--- src/rtl/div_unit_pkg.sv ---
// Shared CPU definitions: ALU control encodings plus the divider's state
// encoding, default width and result-field indices.
package div_unit_pkg;

  localparam int DIV_WIDTH     = 32;
  localparam int DIV_QUO_FIELD = 0;  // LO half of the result
  localparam int DIV_REM_FIELD = 1;  // HI half of the result

  typedef enum logic [1:0] {
    IDLE = 2'd0,
    BUSY = 2'd1,
    DONE = 2'd2
  } divStateT;

  typedef enum logic [3:0] {
    ALU_AND  = 4'd0,
    ALU_OR   = 4'd1,
    ALU_ADD  = 4'd2,
    ALU_SUB  = 4'd3,
    ALU_SLT  = 4'd4,
    ALU_MULT = 4'd5,
    ALU_MULTU= 4'd6,
    ALU_DIV  = 4'd7,
    ALU_DIVU = 4'd8
  } aluCtrlT;

endpackage

--- src/rtl/div_unit_if.sv ---
// EX-stage <-> divider bus: operation request, stall request, result pulse.
interface div_unit_if import div_unit_pkg::*; #(parameter int WIDTH = DIV_WIDTH);

  logic               start;
  logic               signed_div;
  logic               annul;
  logic [WIDTH-1:0]   a;
  logic [WIDTH-1:0]   b;
  logic               stall;
  logic               ready;
  logic [2*WIDTH-1:0] result;

  modport master (output start, signed_div, annul, a, b,
                  input  stall, ready, result);

  modport slave  (input  start, signed_div, annul, a, b,
                  output stall, ready, result);

endinterface

--- src/rtl/div_step.sv ---
// One restoring-division step: trial-subtract the divisor from the shifted
// partial remainder; the borrow decides the quotient bit.
module div_step #(parameter int WIDTH = 32) (
  input  logic [WIDTH:0]   partRem,
  input  logic [WIDTH-1:0] divisor,
  output logic [WIDTH-1:0] nextRem,
  output logic             qBit
);

  logic [WIDTH:0] diff;

  assign diff    = partRem - {1'b0, divisor};
  assign qBit    = ~diff[WIDTH];
  assign nextRem = qBit ? diff[WIDTH-1:0] : partRem[WIDTH-1:0];

endmodule

--- src/rtl/div_unit.sv ---
// Iterative MIPS DIV/DIVU: one quotient bit per cycle, result {HI=rem, LO=quo}.
// Optional DIV_EARLY_ZERO_EN: a zero divisor skips the iterations and finishes in one cycle.
module div_unit import div_unit_pkg::*; #(parameter int WIDTH = DIV_WIDTH) (
  input logic       clk,
  input logic       rst,
  div_unit_if.slave divBus
);

  localparam int               CNT_W     = $clog2(WIDTH);
  localparam logic [CNT_W-1:0] LAST_ITER = CNT_W'(WIDTH - 1);

  divStateT state, nextState;

  logic [CNT_W-1:0]   iterCnt;
  logic [WIDTH-1:0]   remReg, quoReg, divisorReg;
  logic               quoNeg, remNeg;
  logic               readyReg;
  logic [2*WIDTH-1:0] resultReg;

  logic [WIDTH-1:0] absA, absB, nextRem, finalQuo, finalRem, stepQuo;
  logic             qBit, accept, lastIter, earlyZero;

`ifdef DIV_EARLY_ZERO_EN
  assign earlyZero = (divBus.b == '0);
`else
  assign earlyZero = 1'b0;
`endif

  // A new operation is taken from IDLE or from DONE; BUSY ignores start.
  assign accept   = divBus.start & ~divBus.annul & (state != BUSY);
  assign lastIter = (state == BUSY) && (iterCnt == LAST_ITER);

  assign absA = (divBus.signed_div && divBus.a[WIDTH-1]) ? -divBus.a : divBus.a;
  assign absB = (divBus.signed_div && divBus.b[WIDTH-1]) ? -divBus.b : divBus.b;

  div_step #(.WIDTH(WIDTH)) uStep (
    .partRem ({remReg, quoReg[WIDTH-1]}),
    .divisor (divisorReg),
    .nextRem (nextRem),
    .qBit    (qBit)
  );

  assign stepQuo  = {quoReg[WIDTH-2:0], qBit};
  assign finalQuo = quoNeg ? -stepQuo : stepQuo;
  assign finalRem = remNeg ? -nextRem : nextRem;

  assign divBus.stall  = (divBus.start & ~divBus.annul & (state != BUSY) & (state != DONE))
                       | (state == BUSY);
  assign divBus.ready  = readyReg;
  assign divBus.result = resultReg;

  always_ff @(posedge clk or posedge rst) begin
    if (rst) state <= IDLE;
    else     state <= nextState;
  end

  always_comb begin
    nextState = state;
    if (divBus.annul) begin
      nextState = IDLE;
    end else begin
      case (state)
        IDLE:    if (accept) nextState = earlyZero ? DONE : BUSY;
        BUSY:    if (lastIter) nextState = DONE;
        DONE:    nextState = accept ? (earlyZero ? DONE : BUSY) : IDLE;
        default: nextState = IDLE;
      endcase
    end
  end

  always_ff @(posedge clk or posedge rst) begin
    if (rst) begin
      iterCnt    <= '0;
      remReg     <= '0;
      quoReg     <= '0;
      divisorReg <= '0;
      quoNeg     <= 1'b0;
      remNeg     <= 1'b0;
      readyReg   <= 1'b0;
      resultReg  <= '0;
    end else begin
      readyReg <= (nextState == DONE);
      if (accept) begin
        iterCnt    <= '0;
        remReg     <= '0;
        quoReg     <= absA;
        divisorReg <= absB;
        quoNeg     <= divBus.signed_div & (divBus.a[WIDTH-1] ^ divBus.b[WIDTH-1]);
        remNeg     <= divBus.signed_div & divBus.a[WIDTH-1];
        if (earlyZero) begin
          resultReg[DIV_REM_FIELD*WIDTH +: WIDTH] <= divBus.a;
          resultReg[DIV_QUO_FIELD*WIDTH +: WIDTH] <= '1;
        end
      end else if ((state == BUSY) && !divBus.annul) begin
        // quoReg shifts dividend bits out the top and quotient bits in the bottom
        iterCnt <= iterCnt + 1'b1;
        remReg  <= nextRem;
        quoReg  <= stepQuo;
        if (lastIter) begin
          resultReg[DIV_REM_FIELD*WIDTH +: WIDTH] <= finalRem;
          resultReg[DIV_QUO_FIELD*WIDTH +: WIDTH] <= finalQuo;
        end
      end
    end
  end

endmodule
--- src/flat_wrapper.sv ---
// flat-port wrapper written by rule: the top's interface ports become plain ports
module div_unit_flat import div_unit_pkg::*;
#(parameter int WIDTH = DIV_WIDTH)
  (clk, rst, divBus_start, divBus_signed_div, divBus_annul, divBus_a, divBus_b, divBus_stall, divBus_ready, divBus_result);
  div_unit_if #(.WIDTH(WIDTH)) divBus_i ();
  input logic clk;
  input logic rst;
  input wire logic [$bits(divBus_i.start)-1:0] divBus_start;
  input wire logic [$bits(divBus_i.signed_div)-1:0] divBus_signed_div;
  input wire logic [$bits(divBus_i.annul)-1:0] divBus_annul;
  input wire logic [$bits(divBus_i.a)-1:0] divBus_a;
  input wire logic [$bits(divBus_i.b)-1:0] divBus_b;
  output wire logic [$bits(divBus_i.stall)-1:0] divBus_stall;
  output wire logic [$bits(divBus_i.ready)-1:0] divBus_ready;
  output wire logic [$bits(divBus_i.result)-1:0] divBus_result;
  assign divBus_i.start = divBus_start;
  assign divBus_i.signed_div = divBus_signed_div;
  assign divBus_i.annul = divBus_annul;
  assign divBus_i.a = divBus_a;
  assign divBus_i.b = divBus_b;
  assign divBus_stall = divBus_i.stall;
  assign divBus_ready = divBus_i.ready;
  assign divBus_result = divBus_i.result;
  div_unit #(.WIDTH(WIDTH)) u_core (.clk(clk), .rst(rst), .divBus(divBus_i));
endmodule
--- config.mk ---
export PLATFORM = sky130hd
export DESIGN_NAME = div_unit_flat
export DESIGN_NICKNAME = d
export VERILOG_FILES = /design/src/rtl/div_unit_pkg.sv /design/src/rtl/div_unit_if.sv /design/src/rtl/div_step.sv /design/src/rtl/div_unit.sv /design/src/flat_wrapper.sv
export SDC_FILE = /design/constraint.sdc
export NUM_CORES = 1
export LEC_CHECK = 0
export ABC_AREA = 0
export ABC_CLOCK_PERIOD_IN_PS = 8900
export CAP_MARGIN = 0
export CORE_ASPECT_RATIO = 0.5
export CORE_MARGIN = 3
export CORE_UTILIZATION = 25
export DETAILED_ROUTE_END_ITERATION = 8
export SETUP_SLACK_MARGIN = 0.4
export SYNTH_ARGS = -nofsm -noshare
export SYNTH_HDL_FRONTEND = slang
export SYNTH_SLANG_ARGS = --single-unit
--- constraint.sdc ---
create_clock -name clk -period 8.9 [get_ports clk]
set_clock_uncertainty 0.1 [all_clocks]
set_input_delay 1.78 -clock clk [delete_from_list [all_inputs] [get_ports clk]]
set_output_delay 1.78 -clock clk [all_outputs]
set_load 0.005 [all_outputs]
* Yosys cells after proc, flatten, opt, wreduce, memory -nomap -nowiden
Cells that the tools add are included.
Word-level totals: register bits 170, bits in latches 0, memory bits (writable) 0, memory bits (read-only) 0, input bits 69, output and inout port bits 66, memories kept 0
Cells by class: add/sub/neg operators 6, multipliers 0, div/mod/pow operators 0, $lt $le $gt $ge 0, equality and inequality tests 6, shift operators 0, multiplexer cells 16, bitwise gates (word level) 10, reduce and logical (&&, ||, !) cells 8
Operators with widths (number):
- $mux W32 | 9
- $neg A32 Y32 | 4
- $sub A33 B32 Y33 | 1
- $mux W5 | 2
- $mux W2 | 3
- $pmux W2 S3 | 1
- $add A5 B1 Y5 const B | 1
- $and A1 B1 Y1 | 5
- $eq A5 B5 Y1 const B | 1
- $eq A2 B2 Y1 const B | 2
- $logic_and A1 B1 Y1 | 4
- $not A1 Y1 | 3
- $reduce_and A3 Y1 | 1
- $eq A2 B1 Y1 const B | 1
- $logic_not A2 Y1 | 1
- $ne A2 B1 Y1 const B | 1
- $ne A2 B2 Y1 const B | 1
- $reduce_bool A2 Y1 | 1
- $logic_not A1 Y1 | 1
- $mux W1 | 1
- $or A1 B1 Y1 | 1
- $xor A1 B1 Y1 | 1

* Longest topological paths before layout
Gate-level depths: netlist (run 1).
depth after elaboration 7, mapped depth 22

* By module
Synthesis (run 1) repeated with hierarchy kept, for this count alone.
Unflattened totals: cells, all modules 1312, area total of the unflattened synthesis 11477.3 um^2
By module, submodules not included:
- div_unit | instances 1, cells each 1001, area each 9221.3 um^2, seq. area each 4254.1 um^2
- div_step | instances 1, cells each 311, area each 2255.9 um^2, seq. area each 0.0 um^2

* Worst setup path before layout (run 1)
No wires, ideal clock.
kind register -> register, from register u_core.quoReg[31], to register u_core.resultReg[28], in the netlist u_core.divBus.result[28], library setup time 0.130 ns, arrival time 4.353 ns, slack 4.317 ns, cell stages (with the launch flop) 22, buffers on the path 3, clock period less this slack 4.583 ns, cell sequence dfrtp_1 > inv_1 > ha_1 > fa_1 > nand2b_1 > a21oi_2 > o21ai_1 > a21oi_2 > a31o_2 > xor2_2 > inv_2 > buf_2 > buf_2 > buf_1 > ha_1 > nand4b_1 > or3_1 > or2_1 > o31ai_2 > nand2_1 > xnor2_1 > o21ai_1
Between the ends: word-level cells in the longest chain between the ends 4
RTL lines:
- start: declaration | line div_unit.sv:15 | logic [WIDTH-1:0] remReg, quoReg, divisorReg;
- start signal: assignment | line div_unit.sv:86 | quoReg <= absA;
- start signal: assignment | line div_unit.sv:98 | quoReg <= stepQuo;
- $sub A33 B32 Y33 | line div_step.sv:12 | assign diff = partRem - {1'b0, divisor};
- $not A1 Y1 | line div_step.sv:13 | assign qBit = ~diff[WIDTH];
- $neg A32 Y32 | line div_unit.sv:44 | assign finalQuo = quoNeg ? -stepQuo : stepQuo;
- $mux W32 | line div_unit.sv:44
- end signal: indexed assignment | line div_unit.sv:91 | resultReg[DIV_REM_FIELD*WIDTH +: WIDTH] <= divBus.a;
- end signal: indexed assignment | line div_unit.sv:100 | resultReg[DIV_REM_FIELD*WIDTH +: WIDTH] <= finalRem;
- end signal: indexed assignment | line div_unit.sv:101 | resultReg[DIV_QUO_FIELD*WIDTH +: WIDTH] <= finalQuo;
- end: declaration | line div_unit.sv:18 | logic [2*WIDTH-1:0] resultReg;
Every way passes these cells. A chain may end at the register's enable or synchronous reset.

* Worst setup path in the final report (run 1)
from register u_core.quoReg[31], to register u_core.resultReg[62], in the netlist u_core.divBus.result[62]
Between the ends: word-level cells in the longest chain between the ends 4
RTL lines:
- $sub A33 B32 Y33 | line div_step.sv:12
- $mux W32 (*) | line div_step.sv:14 | assign nextRem = qBit ? diff[WIDTH-1:0] : partRem[WIDTH-1:0];
- $neg A32 Y32 | line div_unit.sv:45 | assign finalRem = remNeg ? -nextRem : nextRem;
- $mux W32 (*) | line div_unit.sv:45
Mark *: on every way between the ends. The rest lies on a longest branch, timed or not.

==> run metrics, run 1 <==
status complete, no violations; P_sw 1500 uW; DRC 0; Setup TNS 0 ns; combinational power share 48.8%; routed via count 10300; Reg2Reg Depth 18; most common cell in the netlist nand2_1; Clk pwr share 21.7%; leakage 0.00572 uW; number of port buffers 134; CTS clk-pin slew, worst paths 0.07 ns; final WL 33.8 mm; # resized after CTS 0; Starting Density 25.9%; Yosys top cell by area dfrtp_1; proportion of layout cells with a drive suffix above 1 4.95%; # IOs 135; worst reg2reg setup slack 3.65 ns; Worst Hold Depth 2; Int Power 1910 uW; Max Fclk 190 MHz; DP HPWL 25.3 mm; Routed Antenna Nets 0; yosys warns 0; kind of critical path flip-flop to flip-flop; CORE AREA 0.0446 sq mm; Die X 310 um; DRT iter0 DRCs 720; Area Overhead vs Synth 21.3%; VDD IR max 122 uV; startpoint types flip-flop; Synth Area per Inst 8.07 sq um; Clock Sinks 170; Slew @ Worst Pin 1.12 ns; DR WL/cell 15.9 um; drt pass-1 iters 5; Critical Path Start u_core.quoReg[31]; post-layout minimum cycle time 5.25 ns; RR Endpoint u_core.divBus.result[62]; Cell variety after synth 82; # hold bufs at CTS 0; sequential power share 29.5%; post-synthesis sequential area ratio 36.8%; CP arrival 5.53 ns; Final WS setup 3.65 ns; gr usage total 13.9%; CTS root buffer clkbuf_16; crit end category flip-flop; initial antenna violation count 1; RSZ-0062 raised after global routing false; share of the clock period used by the worst path 59.0%; max cap viols 0; Via density 4.87; family with the most delay on the worst path compound AO/OA/AOI/OAI gates; worst reg2reg path startpoint u_core.quoReg[31]; number of global-route vias before repair 9951; Place WS 3.62 ns; synthesized area 0.0116 sq mm; Net Sw Frac 43.9%; endpoints failing hold 0; Die Y 158 um; prevailing post-synth register cell dfrtp_1; flops & latches, synth 170; design area 0.0140 sq mm; # rows 54; CTS Buf Count 17; grt ovf 0; Post-synth EDFFs 0; CP max stage delay 0.52 ns; pin count of the biggest net entering global routing 116; Synth top area share 36.8%; CP required 9.18 ns; placer's final routability congestion estimate 0.856; Setup crit end u_core.divBus.result[62]; synthesized instance count 1431; main area contributors after synthesis dfrtp_1, o21ai_0, nand2_1, xor2_1, xnor2_1; DP Area 0.0135 sq mm; htree depth 4; Critical-path top delay cell buf_4; list of most frequent post-synthesis cells nand2_1, o21ai_0, dfrtp_1, nor2_1, a21oi_1; crit-path cells inv_1 -> ha_1 -> fa_1 -> nand2b_1 -> a21oi_2 -> o21ai_1 -> a21oi_2 -> a31o_2 -> xor2_4 -> buf_4 -> inv_2 -> buf_4 -> a21oi_1 -> ha_1 -> a41oi_2 -> or2_2 -> or3_1 -> nand3_1; Post CTS Setup Buffer Count 0; Final setup violation count 0; worst-skew pair later-pin latency 0.44 ns; Max FO, Critical Path 49; Hold Path Class flip-flop to flip-flop; Die Area 0.0490 sq mm; fin nets 1630; Rel. slew slack 25.5%; Worst Hold Margin 0.378 ns; first-pass GRT wire length 54.3 mm; fin. max-slew vios 0; CP Depth 18; TritonCTS clock tree yes; ys async rst share 100%; Buf/Inv on CP 4; Max clock buf depth 2; synthesized net count 1539; Cell Pwr Density 243 mW/mm^2
-- state kept, by name, summed over array words and instances, names as in the netlist --
register	cells
u_core.state	2
u_core.divBus.ready	1
u_core.divisorReg	32
u_core.divBus.result	64
u_core.quoReg	32
u_core.quoNeg	1
u_core.remNeg	1
u_core.remReg	32
u_core.iterCnt	5
-- cell usage in the layout (no fill, tap or decap), drive strengths merged, types with 8 or more instances in the layout --
| cell type | instances |
|---|---|
| a211oi | 8 |
| a21oi | 96 |
| a31oi | 8 |
| and2 | 9 |
| buf | 9 |
| clkbuf | 19 |
| clkdlybuf4s50 | 134 |
| dfrtp | 170 |
| ha | 38 |
| inv | 58 |
| mux2i | 22 |
| nand2 | 240 |
| nand2b | 15 |
| nand3 | 16 |
| nand4 | 8 |
| nor2 | 107 |
| nor3 | 33 |
| nor4 | 12 |
| o21ai | 230 |
| o31ai | 23 |
| o41ai | 16 |
| or3 | 24 |
| or4 | 9 |
| xnor2 | 61 |
| xor2 | 76 |
-- stage by stage --
step | util (%) | power [uW] | cells
after global placement | 30.2 | 2650 | 2091
after global routing | 31.4 | 3670 | 2124
after floorplan | - | 2240 | 1431
final | 31.4 | 3400 | 2124
after detailed placement | 30.2 | 2670 | 2091
after CTS | 31.4 | 3410 | 2123
-- power by group through the flow --
stage          registers (uW)  logic, uW  clock network (uW)
3_5_place_dp             1020       1650                   0
5_1_grt                  1020       1860                 790
3_3_place_gp             1010       1640                   0
2_1_floorplan             971       1260                   0
6_report                 1010       1660                 738
4_1_cts                  1000       1660                 752
-- worst min path at each step --
stage | slack, ns | endpoint | startpoint
finish | 0.38 | u_core.divBus.result[45] | u_core.divBus.result[45]
global route | 0.40 | u_core.divBus.result[48] | u_core.divBus.result[48]
CTS | 0.39 | u_core.divBus.result[37] | u_core.divBus.result[37]
detailed placement | 0.37 | u_core.divBus.result[37] | u_core.divBus.result[37]
global placement | 0.36 | u_core.divBus.result[47] | u_core.divBus.result[47]
floorplan | 0.35 | u_core.divisorReg[10] | u_core.divisorReg[10]
-- layer usage --
metal | up-vias | routed length (um) | track usage [%]
met4 | 0 | 726 | 4.43
li1 | 5210 | - | -
met3 | 40 | 1090 | 2.37
met1 | 4914 | 15300 | 17.5
met2 | 174 | 16700 | 24.5
met5 | - | 0 | 0
-- worst register-to-register path, cell delays in order, from the launching register on --
cell	delay [ns]
dfrtp_1	0.42
inv_1	0.06
ha_1	0.20
fa_1	0.40
nand2b_1	0.19
a21oi_2	0.21
o21ai_1	0.14
a21oi_2	0.23
a31o_2	0.24
xor2_4	0.14
buf_4	0.52
inv_2	0.15
buf_4	0.29
a21oi_1	0.36
ha_1	0.29
a41oi_2	0.37
or2_2	0.45
or3_1	0.35
nand3_1	0.08
-- final cells by class --
| class | count | area, sq um |
|---|---|---|
| inverter | 53 | 204 |
| tap | 588 | 736 |
| multi-input combinational | 1137 | 6850 |
| fill | 4709 | 30600 |
| timing repair buffer | 143 | 1410 |
| sequential | 170 | 4250 |
| clock inverter | 13 | 118 |
| clock buffer | 19 | 443 |
| antenna | 1 | 2.50 |
-- cells by family after synthesis --
kind of cell | synth area share (%)
AO/OA/AOI/OAI | 22.3
adder cells (fa/ha/maj) | 4.29
XOR/XNOR | 10.5
buffers and inverters | 4.17
flip-flops | 36.8
AND/OR/NAND/NOR | 19.6
multiplexers | 2.30
Note: power is estimated with default switching activity, not from simulation.
==> run 2, diff against run 1 <==
--- a/config.mk
+++ b/config.mk
@@ -6,7 +6,7 @@
 export NUM_CORES = 1
 export LEC_CHECK = 0
 export ABC_AREA = 0
-export ABC_CLOCK_PERIOD_IN_PS = 8900
+export ABC_CLOCK_PERIOD_IN_PS = 4600
 export CAP_MARGIN = 0
 export CORE_ASPECT_RATIO = 0.5
 export CORE_MARGIN = 3
==> constraint.sdc (replaced) <==
create_clock -name clk -period 4.6 [get_ports clk]
set_clock_uncertainty 0.1 [all_clocks]
set_input_delay 0.92 -clock clk [delete_from_list [all_inputs] [get_ports clk]]
set_output_delay 0.92 -clock clk [all_outputs]
set_load 0.005 [all_outputs]
==> run 2 against run 1 <==
  * Final area increased by 3.7%
  * Largest power group unchanged
  * Sequential power is 92% higher
  * Hold slack about the same
  * Register-to-register slack lost 3.1 ns
  * Clock power increased by 95%
  * Total power increased by 110%
  * Largest cell class unchanged
  * Sequential share of layout area is 1.1 points lower
  * Count of clock-buffer cells in the layout up 3
  * Core utilization grew 1.2 points
  * First-iteration DRC count up 1.7%
  * Highest routed layer is now met5
==> run metrics, run 2 (same netlist as run 1, synthesis figures left out) <==
status complete, no violations; Util after Layout 32.6% (+1.2 points); Starting Density 25.9% (unchanged); Cell Pwr Density 487 mW/mm^2 (+100%); VDD IR max 246 uV (+100%); CTS root buffer clkbuf_16; fillcell total 4679 (-0.64%); CORE AREA 0.0446 sq mm (unchanged); DRT iter0 DRCs 732 (+1.7%); worst reg2reg setup slack 0.57 ns (-3.07 ns); Max Fclk 248 MHz (+30%); max cap viols 0 (unchanged); crit-path cells inv_1 -> ha_1 -> fa_2 -> nand2b_4 -> a21oi_4 -> o21ai_2 -> a21oi_2 -> a31o_4 -> xor2_4 -> clkinv_4 -> a21oi_4 -> ha_4 -> buf_4 -> buf_4 -> a41oi_4 -> or2_4 -> or3_1 -> nand3_1; number of global-route vias before repair 10000 (+0.94%); Die X 310 um (unchanged); # hold bufs at CTS 0 (unchanged); Net Sw Frac 44.3% (+0.39 points); DRC 0 (unchanged); # IOs 135 (unchanged); number of port buffers 134 (unchanged); gr usage total 14.0% (+0.053 points); Max FO, Critical Path 5 (-90%); post-route insts no fill 2155 (+1.5%); worst-skew pair later-pin latency 0.44 ns (about the same); fin. max-slew vios 0 (unchanged); Setup crit end u_core.divBus.result[62]; pin count of the biggest net entering global routing 94 (-19%); footprint of the multi-input gates 0.00708 sq mm (+3.4%); Critical-path top delay cell dfrtp_2; # rows 54 (unchanged); Die Y 158 um (unchanged); endpoints failing hold 0 (unchanged); Rel. slew slack 30.6% (+5.2 points); RR Endpoint u_core.divBus.result[62]; commonest cells after routing, fill and taps aside nand2_1, o21ai_0, dfrtp_1; routed via count 10600 (+2.1%); drt pass-1 iters 5 (unchanged); Final setup violation count 0 (unchanged); Via density 4.90 (+0.61%); Die Area 0.0490 sq mm (unchanged); leakage 0.00591 uW (+3.3%); kind of critical path flip-flop to flip-flop; startpoint types flip-flop; Sequential Area 0.00426 sq mm (about the same); worst reg2reg path startpoint u_core.quoReg[31]; post-layout minimum cycle time 4.03 ns (-1.23 ns); Critical Path Start u_core.quoReg[31]; Worst Hold Margin 0.378 ns (+0.000261 ns); proportion of layout cells with a drive suffix above 1 8.49% (+3.5 points); Largest register FFs 64 (unchanged); most common cell after layout, fill and taps aside nand2_1; CTS clk-pin slew, worst paths 0.07 ns (about the same); fin nets 1661 (+1.9%); Routed Antenna Nets 0 (unchanged); share of the clock period used by the worst path 87.5% (+29 points); Max clock buf depth 2 (unchanged); Int Power 3940 uW (+110%); DR WL/cell 16.2 um (+2.2%); design area 0.0145 sq mm (+3.7%); combinational power share 52.3% (+3.5 points); initial antenna violation count 4 (+3); cell total after placement 2107 (+0.77%); CP arrival 4.30 ns (-1.23 ns); Clk pwr share 20.3% (-1.4 points); grt ovf 0 (unchanged); Hold Path Class flip-flop to flip-flop; P_sw 3140 uW (+110%); Reg2Reg Depth 18 (unchanged); DP HPWL 25.5 mm (+0.90%); htree depth 4 (unchanged); CP required 4.88 ns (-4.30 ns); Area Overhead vs Synth 25.8%; first-pass GRT wire length 54.8 mm (+0.94%); Slew @ Worst Pin 1.04 ns (-0.0777 ns); RSZ-0062 raised after global routing false; CTS Buf Count 17 (unchanged); TritonCTS clock tree yes; Clock Sinks 170 (unchanged); placer's final routability congestion estimate 0.868 (+1.4%); sequential power share 27.3% (-2.2 points); crit end category flip-flop; Setup TNS 0 ns (unchanged); CP max stage delay 0.38 ns (-0.14 ns); DP Area 0.0136 sq mm (+1.4%); final WL 35.0 mm (+3.7%)
run 2: worst max-delay path, delay by kind of cell, from the launching register on:
kind	cells	cell delay [ns]
adders and majority gates	3	0.72
DFF	1	0.38
xor gates and xnor gates	1	0.30
AOI/OAI and AO/OA	6	1.06
buffers and inverters	4	0.48
and+or+nand+nor	4	0.91
run 2: final cells by class:
type                            count  area share (%)
Clock buffer                       22            3.26
Antenna cell                        1          0.0172
Inverter                           53            1.43
Tap cell                          588            5.06
Sequential cell                   170            29.3
Multi-Input combinational cell   1138            48.7
Timing Repair inverter              1          0.0344
Clock inverter                     10           0.628
Timing Repair Buffer              172            11.6
run 2: per-stage QoR:
step / power [uW] / setup WS, ns
2_1_floorplan: 4360 / 0.395
3_3_place_gp: 5230 / 0.340
6_report: 7080 / 0.574
4_1_cts: 6710 / 0.379
3_5_place_dp: 5250 / 0.253
5_1_grt: 7560 / 0.357
run 2: worst min-delay path by stage:
stage                                        start                  endpoint  slack, ns  cells past startpoint
after global routing       u_core.divBus.result[2]   u_core.divBus.result[2]       0.40                      2
after CTS                  u_core.divBus.result[5]   u_core.divBus.result[5]       0.38                      2
after floorplan              u_core.divisorReg[10]     u_core.divisorReg[10]       0.35                      2
final                     u_core.divBus.result[44]  u_core.divBus.result[44]       0.38                      2
after global placement    u_core.divBus.result[32]  u_core.divBus.result[32]       0.36                      2
after detailed placement   u_core.divBus.result[1]   u_core.divBus.result[1]       0.37                      2
run 2: power groups by stage:
stage / combinational [uW] / clock [uW] / sequential [uW]
6_report: 3710 / 1440 / 1940
3_5_place_dp: 3300 / 0 / 1950
2_1_floorplan: 2490 / 0 / 1880
4_1_cts: 3330 / 1450 / 1930
5_1_grt: 4080 / 1520 / 1970
3_3_place_gp: 3280 / 0 / 1950
run 2: layer usage:
layer / up-vias / global-route usage (%) / wire, um
li1: 5263 / - / -
met1: 5058 / 17.2 / 15300
met2: 176 / 25.3 / 17500
met3: 50 / 2.39 / 1170
met4: 6 / 4.02 / 896
met5: - / 0 / 38
run 2: timing repair:
item                       4_1_cts  5_1_grt
setup buffers                    1       12
pin swaps                        1       13
setup endpoints to repair       12       23
resized for setup                2       41
cloned                           0        2
